`src/rtl/channel_err_ctrl.sv`:
```
// channel_err_ctrl: bit-serial error injector that inverts up to three LFSR-chosen bits per 63-bit frame.
// Define CHANNEL_ERR_STATS_EN to build the frame/error statistics counters (tied to zero otherwise).
module channel_err_ctrl (
  input  logic        clk,
  input  logic        rst,
  input  logic        valid_in,
  output logic        ready_in,
  input  logic        data_in,
  output logic        valid_out,
  input  logic        ready_out,
  output logic        data_out,
  input  logic        enable,
  input  logic [1:0]  num_err,
  input  logic [5:0]  seed,
  input  logic        seed_load,
  output logic        busy,
  output logic [15:0] frame_cnt,
  output logic [15:0] err_cnt
);

  localparam int unsigned IDX_W = 6;
  localparam int unsigned NSLOT = 3;
  localparam int unsigned CNT_W = 16;
  localparam logic [IDX_W-1:0] LAST_IDX = IDX_W'(62);

  typedef enum logic [1:0] {
    IDLE = 2'd0,
    PICK = 2'd1,
    RUN  = 2'd2
  } state_t;

  state_t           state;
  logic [IDX_W-1:0] idx;
  logic [IDX_W-1:0] lfsr;
  logic [IDX_W-1:0] pos [NSLOT];
  logic [1:0]       npos;
  logic [1:0]       nerr;

  logic             xfer;
  logic             hit;
  logic             cand_dup;
  logic             last;
  logic [IDX_W-1:0] cand;
  logic [IDX_W-1:0] lfsr_nxt;
  logic [IDX_W-1:0] idx_inc;

  // Stream is zero-latency; only PICK stalls both directions.
  assign ready_in  = (state != PICK) & ready_out;
  assign valid_out = (state != PICK) & valid_in;
  assign data_out  = data_in ^ ((state == RUN) & hit);
  assign xfer      = valid_in & ready_in;

  assign lfsr_nxt = {lfsr[4:0], lfsr[5] ^ lfsr[4]};
  assign cand     = lfsr - IDX_W'(1);
  assign last     = (idx == LAST_IDX);
  assign idx_inc  = last ? '0 : idx + IDX_W'(1);

  // Only the first npos slots hold live positions.
  always_comb begin
    hit      = 1'b0;
    cand_dup = 1'b0;
    for (int unsigned i = 0; i < NSLOT; i++) begin
      if (2'(i) < npos) begin
        if (pos[i] == idx)  hit      = 1'b1;
        if (pos[i] == cand) cand_dup = 1'b1;
      end
    end
  end

  always_ff @(posedge clk) begin
    if (rst) begin
      state <= IDLE;
      idx   <= '0;
      lfsr  <= IDX_W'(1);
      npos  <= '0;
      nerr  <= '0;
      busy  <= 1'b0;
      for (int unsigned i = 0; i < NSLOT; i++) pos[i] <= '0;
    end else begin
      case (state)
        IDLE: begin
          if (seed_load) lfsr <= (seed == '0) ? IDX_W'(1) : seed;
          if (xfer) begin
            idx <= idx_inc;
          end else if (enable && idx == '0) begin
            state <= PICK;
            busy  <= 1'b1;
            nerr  <= num_err;
          end
        end
        PICK: begin
          lfsr <= lfsr_nxt;
          if (nerr == '0) begin
            state <= RUN;
            busy  <= 1'b0;
          end else if (!cand_dup) begin
            for (int unsigned i = 0; i < NSLOT; i++)
              if (npos == 2'(i)) pos[i] <= cand;
            npos <= npos + 2'd1;
            if (npos + 2'd1 == nerr) begin
              state <= RUN;
              busy  <= 1'b0;
            end
          end
        end
        RUN: begin
          if (xfer) begin
            idx <= idx_inc;
            // Frame boundary: drop positions and resample enable/num_err.
            if (last) begin
              npos <= '0;
              if (enable) begin
                state <= PICK;
                busy  <= 1'b1;
                nerr  <= num_err;
              end else begin
                state <= IDLE;
              end
            end
          end
        end
        default: begin
          state <= IDLE;
          busy  <= 1'b0;
        end
      endcase
    end
  end

`ifdef CHANNEL_ERR_STATS_EN
  logic [CNT_W-1:0] frame_q;
  logic [CNT_W-1:0] err_q;

  // Saturating statistics, counted only on accepted RUN bits.
  always_ff @(posedge clk) begin
    if (rst) begin
      frame_q <= '0;
      err_q   <= '0;
    end else if (state == RUN && xfer) begin
      if (hit && err_q != '1)   err_q   <= err_q + CNT_W'(1);
      if (last && frame_q != '1) frame_q <= frame_q + CNT_W'(1);
    end
  end

  assign frame_cnt = frame_q;
  assign err_cnt   = err_q;
`else
  assign frame_cnt = '0;
  assign err_cnt   = '0;
`endif

endmodule

```
`config.mk`:
```
export PLATFORM = sky130hd
export DESIGN_NAME = channel_err_ctrl
export DESIGN_NICKNAME = d
export VERILOG_FILES = /design/src/rtl/channel_err_ctrl.sv
export SDC_FILE = /design/constraint.sdc
export NUM_CORES = 1
export LEC_CHECK = 0
export CAP_MARGIN = 20
export CORE_AREA = 2 2 81 83
export CTS_BUF_LIST = sky130_fd_sc_hd__clkbuf_2 sky130_fd_sc_hd__clkbuf_4 sky130_fd_sc_hd__clkbuf_8
export CTS_CLUSTER_SIZE = 40
export DETAILED_ROUTE_END_ITERATION = 10
export DIE_AREA = 0 0 83 85
export PLACE_DENSITY = 0.72
export SETUP_SLACK_MARGIN = 0.02
export SYNTH_ARGS = -nofsm -noshare
export SYNTH_HDL_FRONTEND = slang
export SYNTH_SLANG_ARGS = --single-unit
```
`constraint.sdc`:
```
create_clock -name clk -period 2.4 [get_ports clk]
set_input_delay 0.24 -clock clk [delete_from_list [all_inputs] [get_ports clk]]
set_output_delay 0.24 -clock clk [all_outputs]
set_load 0.005 [all_outputs]
```
==> results of run 1 <==
[path summary, 6_finish.rpt]
check	slack [ns]	cells after the start	endpoint
setup / recovery	0.02	7	pos[0][4]$_DFFE_PP_
setup reg to reg	0.02	7	pos[0][4]$_DFFE_PP_
hold / removal	0.52	1	busy$_SDFFE_PP0P_
hold reg to reg	0.52	1	busy$_SDFFE_PP0P_
[critical path: stages, from the launching register on]
cell	delay (ns)
dfxtp_2	0.33
buf_6	0.12
or3_4	0.34
nor3_4	0.26
xnor3_1	0.32
a31oi_4	0.34
nand2_4	0.20
nor3_2	0.27
[per-stage QoR]
step | area, sq um | util (%) | std cells | setup TNS (ns) | hold WS, ns
after floorplan | 2950 | - | 317 | 0 | 0.3124
after global placement | 3152 | 50.80 | 398 | 0 | 0.4913
after detailed placement | 3152 | 50.80 | 398 | -0.01990 | 0.4992
after CTS | 3314 | 53.42 | 408 | 0 | 0.5201
after global routing | 3461 | 55.78 | 418 | -0.5273 | 0.5448
final | 3461 | 55.78 | 418 | 0 | 0.5199
[power groups by stage]
stage / sequential (uW) / clock (uW) / combinational [uW]
4_1_cts: 762 / 553 / 676
5_1_grt: 776 / 586 / 803
2_1_floorplan: 757 / 0 / 499
3_5_place_dp: 777 / 0 / 657
3_3_place_gp: 776 / 0 / 650
6_report: 771 / 546 / 747
[layout by cell type, fill, tap and decap left out, drive strengths merged, types with 5 or more instances in the layout]
master          n
nand4           7
clkbuf          5
nor2           27
edfxtp         18
o21ai           7
ha              8
o221a           5
a21oi           6
xnor2          18
buf            45
and3            5
or3             6
clkdlybuf4s50  17
dfxtp          19
nor3            9
xor2           20
inv            10
nand2          14
conb           32
nand3           6
[cells by family after synthesis]
family	synth area share, %
buffers and inverters	12.74
XOR/XNOR	15.49
other	0.1374
AND/OR/NAND/NOR	17.78
multiplexers	0.7333
AO/OA/AOI/OAI	15.72
adder cells (fa/ha/maj)	3.667
flip-flops	33.73
[metal layers]
metal / share of wire (%) / global-route usage, % / vias up
li1: - / - / 1061
met2: 50 / 30.43 / 75
met4: 1.0 / 5.067 / 0
met1: 44 / 25.31 / 1076
met3: 4.6 / 3.307 / 6
met5: 0 / 0 / -
[timing repair]
item,CTS,global route
pin swaps,1,13
setup buffers,2,10
setup endpoints to repair,35,41
resized for setup,10,14
hold endpoints to repair,0,0
[state kept, by name, indices dropped and copies added, names as in the netlist]
signal	cells
busy	1
nerr	2
state	2
npos	2
idx	6
lfsr	6
pos	18
[layout make-up]
type / instances / area [sq um] / area share, %
Multi-Input combinational cell: 223 / 1753 / 50.65
Sequential cell: 37 / 930.9 / 26.90
Timing Repair Buffer: 63 / 528.0 / 15.26
Tap cell: 77 / 96.34 / 2.784
Clock buffer: 5 / 68.82 / 1.988
Clock inverter: 3 / 46.29 / 1.338
Inverter: 10 / 37.54 / 1.085
==> run metrics, run 1 <==
most frequent cell after synthesis=buf_4; Yosys reg bits=37; worst setup path start=lfsr[0]$_SDFFE_PP1P_; HP Start=busy$_SDFFE_PP0P_; Crit. End Element=register; hold crit path type=register to register; power per standard cell area=596.6 mW/mm^2; Data required, critical path=2.50 ns; FFs w/ async S/R, synth=0%; worst-case vdd ir drop=0.0003547 V; Clock transition at path regs=0.08 ns; die area=0.007055 sq mm; buffer levels on the longest clock path=2; Ports=51; CTS tree=built; Startpoint Class=register; Crit Path Class=register to register; die height=85 microns; Synth Area per Inst=9.546 sq um; CTS Buf Count=5; register area share after synthesis=33.73%; number of buffers added on ports=18; Yosys cell types=55; dpl ws=-0.01990 ns; Tot Pwr=2065 uW; final setup fails=0; clk sinks=37; cell taking the most area after synthesis=edfxtp_1; Final #Nets=363; status=complete, no violations; switch share=32.33%; Core Rows=29; total number of vias=2218; crit path DAT=2.48 ns; # Max-Cap Violations=0; share of cells above drive strength 1=27.27%; CTS Root Cell=clkbuf_8; Starting Density=44.00%; # DRC=0; post-cts hold buffer count=0; clock power share=26.5%; Max transition margin=65.57%; Sw Pwr=667.5 uW; Vias per Instance=5.306; detailed placement HPWL=5.054 mm; drt first pass iters=5; Inserted Diodes=0; final worst slack=0.02201 ns; worst skew pair latency=0.29 ns; first-pass GRT wire length=10.37 mm; final hold vios=0; Final Max Slew Viols=0; Gate Count Post-Synth=286; post-route ant nets=0; Synth Cell Area=0.002730 sq mm; Overflow after GRT=0; largest net degree at the start of global routing=15; critical-path maximum fanout=7; shortest period the worst path allows=2.378 ns; RSZ-0062 raised after global routing=true; CTS H-tree depth=2; GRT Resource Usage Total=18.53%; Core ar.=0.006205 sq mm; Yosys top cell area share=19.80%; initial DRC count=181; Worst R2R Start=lfsr[0]$_SDFFE_PP1P_; Synth top cells by count=buf_4, nor2_1, xor2_1; sequential power share=37.4%; EDFF count, synth=18; RePlAce Congestion=0.8707; cell leakage power=0.001428 uW; chip width=83 microns; Routed WL=6.731 mm; Max Clk Rate=420.5 MHz; Final Cycle Share=99.08%; Comb power frac=36.2%; post-DR wirelength/cell=16.10 microns; initial antenna violation count=0; # fillers=527; vias in the first global route=2033; worst slew pin tran=0.5145 ns; internal cell power=1397 uW; Synth Warn #=0; Synth Flop Type=dfxtp_1; P&R area growth vs syn=26.76%; Worst Clk Skew=0.008254 ns; Synth area leaders=edfxtp_1, dfxtp_1, buf_4, xor2_1, xnor2_1
Note: power is estimated with default switching activity, not from simulation.
==> run 2, diff against run 1 <==
- CORE_AREA: 2 2 81 83 -> 2 2 73 93
- DIE_AREA: 0 0 83 85 -> 0 0 75 95
- PLACE_DENSITY: 0.72 -> 0.71
==> run 2 against run 1 <==
Clock skew about the same. Total power down 7.6%. Cell count down 0.48%. First-iteration DRC count down 27%.
==> run metrics, run 2 (synthesis gave the netlist of run 1 again) <==
initial DRC count=133 (was 181); Starting Density=43.22% (was 44.00%); Vias per Instance=5.214 (was 5.306); buffer levels on the longest clock path=2 (unchanged); P&R area growth vs syn=23.69% (was 26.76%); Inserted Diodes=0 (unchanged); CTS Buf Count=5 (unchanged); Final Cycle Share=97.88% (was 99.08%); final setup fails=0 (unchanged); crit-path cells=o31a_1, or3_4, a2111oi_4, a32oi_4, nand2_4, nor3_4 (was buf_6, or3_4, nor3_4, xnor3_1, a31oi_4, nand2_4, nor3_2); Worst R2R Start=lfsr[0]$_SDFFE_PP1P_ (unchanged); post-DR wirelength/cell=16.08 microns (was 16.10 microns); worst skew pair latency=0.30 ns (was 0.29 ns); Max Clk Rate=425.7 MHz (was 420.5 MHz); CTS H-tree depth=2 (unchanged); largest net degree at the start of global routing=15 (unchanged); drt first pass iters=4 (was 5); flip-flop count of the largest register, all copies and words added=18 (unchanged); Final Max Slew Viols=0 (unchanged); Ports=51 (unchanged); most frequent cells in the layout=conb_1, buf_4, nor2_1 (was buf_4, conb_1, nor2_1); final hold vios=0 (unchanged); # Max-Cap Violations=0 (unchanged); RePlAce Congestion=0.8728 (was 0.8707); cell leakage power=0.001361 uW (was 0.001428 uW); shortest period the worst path allows=2.349 ns (was 2.378 ns); post-route ant nets=0 (unchanged); CTS Root Cell=clkbuf_8 (unchanged); Core Rows=33 (was 29); Crit. End Element=register (unchanged); die height=95 microns (was 85 microns); total number of vias=2169 (was 2218); crit path DAT=2.38 ns (was 2.48 ns); vias in the first global route=2125 (was 2033); CTS tree=built (unchanged); GRT Resource Usage Total=19.93% (was 18.53%); post-cts hold buffer count=0 (unchanged); share of cells above drive strength 1=25.84% (was 27.27%); Core ar.=0.006317 sq mm (was 0.006205 sq mm); status=complete, no violations (unchanged); Routed WL=6.689 mm (was 6.731 mm); critical-path maximum fanout=7 (unchanged); HP Start=busy$_SDFFE_PP0P_ (unchanged); clk sinks=37 (unchanged); RSZ-0062 raised after global routing=true (unchanged); biggest regs=pos x18, idx x6, lfsr x6 (unchanged); Clock transition at path regs=0.07 ns (was 0.08 ns); Tot Pwr=1908 uW (was 2065 uW); first-pass GRT wire length=10.47 mm (was 10.37 mm); detailed placement HPWL=4.970 mm (was 5.054 mm); Startpoint Class=register (unchanged); die area=0.007125 sq mm (was 0.007055 sq mm); chip width=75 microns (was 83 microns); crit-path leading delay family=compound AO/OA/AOI/OAI gates (was simple AND/OR/NAND/NOR gates); Overflow after GRT=0 (unchanged); power per standard cell area=564.9 mW/mm^2 (was 596.6 mW/mm^2); worst-case vdd ir drop=0.0001945 V (was 0.0003547 V); Final #Nets=351 (was 363); crit-path max cell delay=0.47 ns (was 0.34 ns); # DRC=0 (unchanged); Fin Setup TNS=0 ns (unchanged); initial antenna violation count=0 (unchanged); number of buffers added on ports=18 (unchanged); worst setup path start=lfsr[0]$_SDFFE_PP1P_ (unchanged); hold crit path type=register to register (unchanged); Most flops, register=pos (unchanged); CP Buf/Inv Count=0 (was 1); Worst Clk Skew=0.008472 ns (was 0.008254 ns); # fillers=550 (was 527); CP max-delay cell=a2111oi_4 (was or3_4); Crit Path Class=register to register (unchanged); Data required, critical path=2.44 ns (was 2.50 ns)
[run 2: cell count changes in the layout (fill, tap and decap cells not counted), sizes merged]
cell	change
clkinvlp	-1
a32oi	+1
bufinv	-1
buf	-13
clkinv	+2
[run 2: final cells by class]
class	instances	area, sq um	share of cell area [%]
clock buffers	5	68.82	2.038
multi-input cells	224	1792	53.06
clock inverters	3	12.51	0.3705
repair buffers	50	419.2	12.41
flip-flops and latches	37	935.9	27.71
well taps	87	108.9	3.223
inverters	10	40.04	1.186
[run 2: metrics by stage]
step	instances	hold slack (ns)	utilization, %	instance area, sq um	worst slack, ns
2_1_floorplan	317	0.3124	-	2950	0.04082
3_3_place_gp	400	0.4847	49.14	3104	-0.01302
3_5_place_dp	400	0.5015	49.14	3104	-0.08138
4_1_cts	414	0.5162	51.57	3258	0.005699
5_1_grt	416	0.5382	53.46	3377	-0.05379
6_report	416	0.5093	53.46	3377	0.05099
[run 2: power by group]
group / switching (uW) / internal, uW / total [uW]
logic: 365 / 338 / 703
clock network: 224 / 195 / 420
registers: 73.1 / 711 / 784
[run 2: worst paths after layout]
check | end | slack (ns) | cells past startpoint
max | pos[0][11]$_DFFE_PP_ | 0.05 | 6
min | busy$_SDFFE_PP0P_ | 0.51 | 1
max reg2reg | pos[0][11]$_DFFE_PP_ | 0.05 | 6
min reg2reg | busy$_SDFFE_PP0P_ | 0.51 | 1
[run 2: worst reg2reg max path, delay by kind of cell (launching register included)]
kind             cells  cell delay [ns]
AND/OR/NAND/NOR      3             0.72
AO/OA/AOI/OAI        3             1.00
flip-flops           1             0.37
[run 2: timing repair]
action                                  4_1_cts  5_1_grt
pin swaps                                     4       14
endpoints found under the setup margin       40       42
gates cloned                                  1        0
resized for setup                             7       25
buffers inserted                              5        2
[run 2: routing by layer]
| layer | vias to the layer above | routed length, microns | global-route usage [%] |
|---|---|---|---|
| met5 | - | 0 | 0 |
| met4 | 0 | 436 | 14.73 |
| met3 | 29 | 265 | 3.522 |
| met2 | 88 | 3381 | 33.70 |
| met1 | 1011 | 2605 | 21.63 |
| li1 | 1041 | - | - |
==> run 3, diff against run 2 <==
- ABC_AREA: not set -> 1
- CORE_AREA: 2 2 73 93 -> 2 2 72 91
- DIE_AREA: 0 0 75 95 -> 0 0 74 93
- GPL_ROUTABILITY_DRIVEN: not set -> 0
- PLACE_DENSITY: 0.71 -> 0.72
- clock period: 2.4 -> 2.1 ns (I/O delays scaled with it)
==> run 3 against run 2 <==
Sequential power up 27%. Non-clock buffer count is 15 lower. Cell area decreased by 6.7%. Largest cell class unchanged. Sequential cell count is the same. Worst hold slack worse by 0.047 ns. Critical path depth grew 2. Clock skew down 0.0018 ns. Cell count is 17% higher.
==> run metrics, run 3 <==
most frequent cells in the layout=nand2_1, inv_1, conb_1 (was conb_1, buf_4, nor2_1); Starting Density=44.04% (was 43.22%); dpl ws=0.02253 ns (was -0.08138 ns); Synth Area per Inst=7.275 sq um (was 9.546 sq um); Clock transition at path regs=0.08 ns (was 0.07 ns); status=complete, no violations (unchanged); Gate Count Post-Synth=366 (was 286); final setup fails=0 (unchanged); Core Rows=32 (was 33); CTS tree=built (unchanged); share of cells above drive strength 1=22.58% (was 25.84%); worst-case vdd ir drop=0.0003146 V (was 0.0001945 V); RSZ-0062 raised after global routing=true (unchanged); final worst slack=0.1315 ns (was 0.05099 ns); Most flops, register=pos (unchanged); most frequent cell after synthesis=nand2_1 (was buf_4); Worst Clk Skew=0.006634 ns (was 0.008472 ns); Yosys reg bits=37 (unchanged); die area=0.006882 sq mm (was 0.007125 sq mm); Inserted Diodes=0 (unchanged); Vias per Instance=5.166 (was 5.214); critical-path maximum fanout=2 (was 7); Overflow after GRT=0 (unchanged); chip width=74 microns (was 75 microns); cell leakage power=0.001334 uW (was 0.001361 uW); Placed Area=0.002902 sq mm (was 0.003104 sq mm); initial antenna violation count=0 (unchanged); Synth Warn #=0 (unchanged); internal cell power=1667 uW (was 1245 uW); Routed WL=6.542 mm (was 6.689 mm); Max transition margin=60.97%; Core ar.=0.006046 sq mm (was 0.006317 sq mm); power per standard cell area=867.0 mW/mm^2 (was 564.9 mW/mm^2); switch share=38.98% (was 34.73%); worst slew pin tran=0.5841 ns; Post-Synth XOR/XNOR Area=1.974% (was 15.49%); Post-Synth Adder-Cell Area=3.759% (was 3.666%); CTS Root Cell=clkbuf_8 (unchanged); Synth top cells by count=nand2_1, inv_1, nor2_1 (was buf_4, nor2_1, xor2_1); Yosys top cell area share=20.30% (was 19.80%); buffer levels on the longest clock path=2 (unchanged); post-DR wirelength/cell=13.41 microns (was 16.08 microns); biggest regs=pos x18, idx x6, lfsr x6 (unchanged); vias in the first global route=2332 (was 2125); Synth area leaders=edfxtp_1, dfxtp_1, nand2_1, buf_4, inv_1 (was edfxtp_1, dfxtp_1, buf_4, xor2_1, xnor2_1); largest family of logic cells by synthesized area=simple AND/OR/NAND/NOR gates (unchanged); Final Max Slew Viols=0 (unchanged); clock power share=22.8% (was 22.0%); multiplexer area fraction after synthesis=0% (was 0.7333%); FFs w/ async S/R, synth=0% (unchanged); cell taking the most area after synthesis=edfxtp_1 (unchanged); detailed placement HPWL=5.111 mm (was 4.970 mm); initial DRC count=175 (was 133); P&R area growth vs syn=18.33% (was 23.69%); shortest period the worst path allows=1.968 ns; # Max-Cap Violations=0 (unchanged); sequential power share=36.4% (was 41.1%); GRT Resource Usage Total=20.65% (was 19.93%); Final #Nets=425 (was 351); commonest non-fill, non-tap cell in the layout=nand2_1; total number of vias=2521 (was 2169); Yosys cell types=36 (was 55); Tot Pwr=2731 uW (was 1908 uW); Ports=51 (unchanged); hold crit path type=register to register (unchanged); EDFF count, synth=18 (unchanged); Comb power frac=40.9% (was 36.9%); Synth Cell Area=0.002663 sq mm (was 0.002730 sq mm); flip-flop count of the largest register, all copies and words added=18 (unchanged); largest net degree at the start of global routing=14 (was 15); Fin Setup TNS=0 ns (unchanged); Final Cycle Share=93.74%; Max Clk Rate=508.0 MHz; die height=93 microns (was 95 microns); Crit. End Element=output pin (was register); final hold vios=0 (unchanged); number of buffers added on ports=18 (unchanged); post-route ant nets=0 (unchanged); Compound-Gate Fraction of Synth Area=12.97% (was 15.72%); register area share after synthesis=34.59% (was 33.73%); Startpoint Class=register (unchanged); Design Area, Final=0.003151 sq mm (was 0.003377 sq mm); first-pass GRT wire length=10.94 mm (was 10.47 mm); clk sinks=37 (unchanged); CTS Buf Count=5 (unchanged); Data required, critical path=1.89 ns (was 2.44 ns); Sw Pwr=1065 uW (was 662.4 uW); simple-gate portion of the synthesized area=29.70% (was 17.78%); # DRC=0 (unchanged); Crit Path Class=register to output pin (was register to register); Synth Flop Type=dfxtp_1 (unchanged); drt first pass iters=5 (was 4); crit path DAT=1.76 ns (was 2.38 ns); worst skew pair latency=0.29 ns (was 0.30 ns); CTS H-tree depth=2 (unchanged)
run 3: cell types whose count changed in the layout (fill, tap and decap cells not counted), moves of 12 or more:
cell / delta
nand2_2: +15
a21oi_1: +14
nand2_1: +56
nand3_1: +18
inv_1: +31
xnor2_1: -14
xor2_1: -18
o21ai_0: +12
buf_4: -16
run 3: area by class of cell:
cell class | instances | area, sq um
fill | 568 | 2895
sequential | 37 | 934.6
multi-input combinational | 273 | 1500
clock inverter | 3 | 46.29
inverter | 50 | 187.7
tap | 85 | 106.4
timing repair buffer | 35 | 306.5
clock buffer | 5 | 68.82
run 3: final timing paths:
path                            cells after the start  slack (ns)                  from              endpoint
worst max-delay path                                8        0.13  pos[0][14]$_DFFE_PP_              data_out
worst min-delay path                                2        0.46     busy$_SDFFE_PP0P_     busy$_SDFFE_PP0P_
worst max register to register                     12        0.14  lfsr[1]$_SDFFE_PP0P_  pos[0][12]$_DFFE_PP_
worst min register to register                      2        0.46     busy$_SDFFE_PP0P_     busy$_SDFFE_PP0P_
run 3: stage by stage:
stage / instances / util, % / hold WS (ns)
finish: 488 / 52.11 / 0.4623
global route: 488 / 52.11 / 0.4984
CTS: 486 / 50.23 / 0.4651
detailed placement: 476 / 47.99 / 0.4545
global placement: 476 / 47.99 / 0.4502
floorplan: 397 / - / 0.2791
run 3: worst max-delay path, cell delays in order (launching register included):
cell and delay (ns):
edfxtp_1 0.45, inv_1 0.10, o22ai_1 0.10, a221oi_2 0.21, nand4_1 0.11, nand3_1 0.11
nand2_1 0.08, xnor2_1 0.17, clkbuf_2 0.13
run 3: power by group through the flow:
stage	combinational, uW	clock (uW)	sequential (uW)
5_1_grt	1260	653	1010
4_1_cts	996	627	977
3_3_place_gp	966	0	994
6_report	1120	622	993
2_1_floorplan	766	0	964
3_5_place_dp	989	0	995
run 3: layer usage:
layer	vias to the layer above	part of all wire, %	track usage [%]
li1	1213	-	-
met2	131	49	34.97
met5	-	0	0
met1	1138	39	24.85
met3	39	6.8	2.909
met4	0	5.5	10.76
run 3: repair_timing:
item	CTS	global route
resized for setup	6	41
setup endpoints to repair	13	41
pin swaps	1	17
buffers inserted	2	2
hold buffers	0	0
run 3: cell families after synthesis:
| group | Yosys count |
|---|---|
| AO/OA/AOI/OAI | 56 |
| buffers and inverters | 87 |
| adder cells (fa/ha/maj) | 8 |
| XOR/XNOR | 6 |
| other | 1 |
| AND/OR/NAND/NOR | 171 |
| flip-flops | 37 |
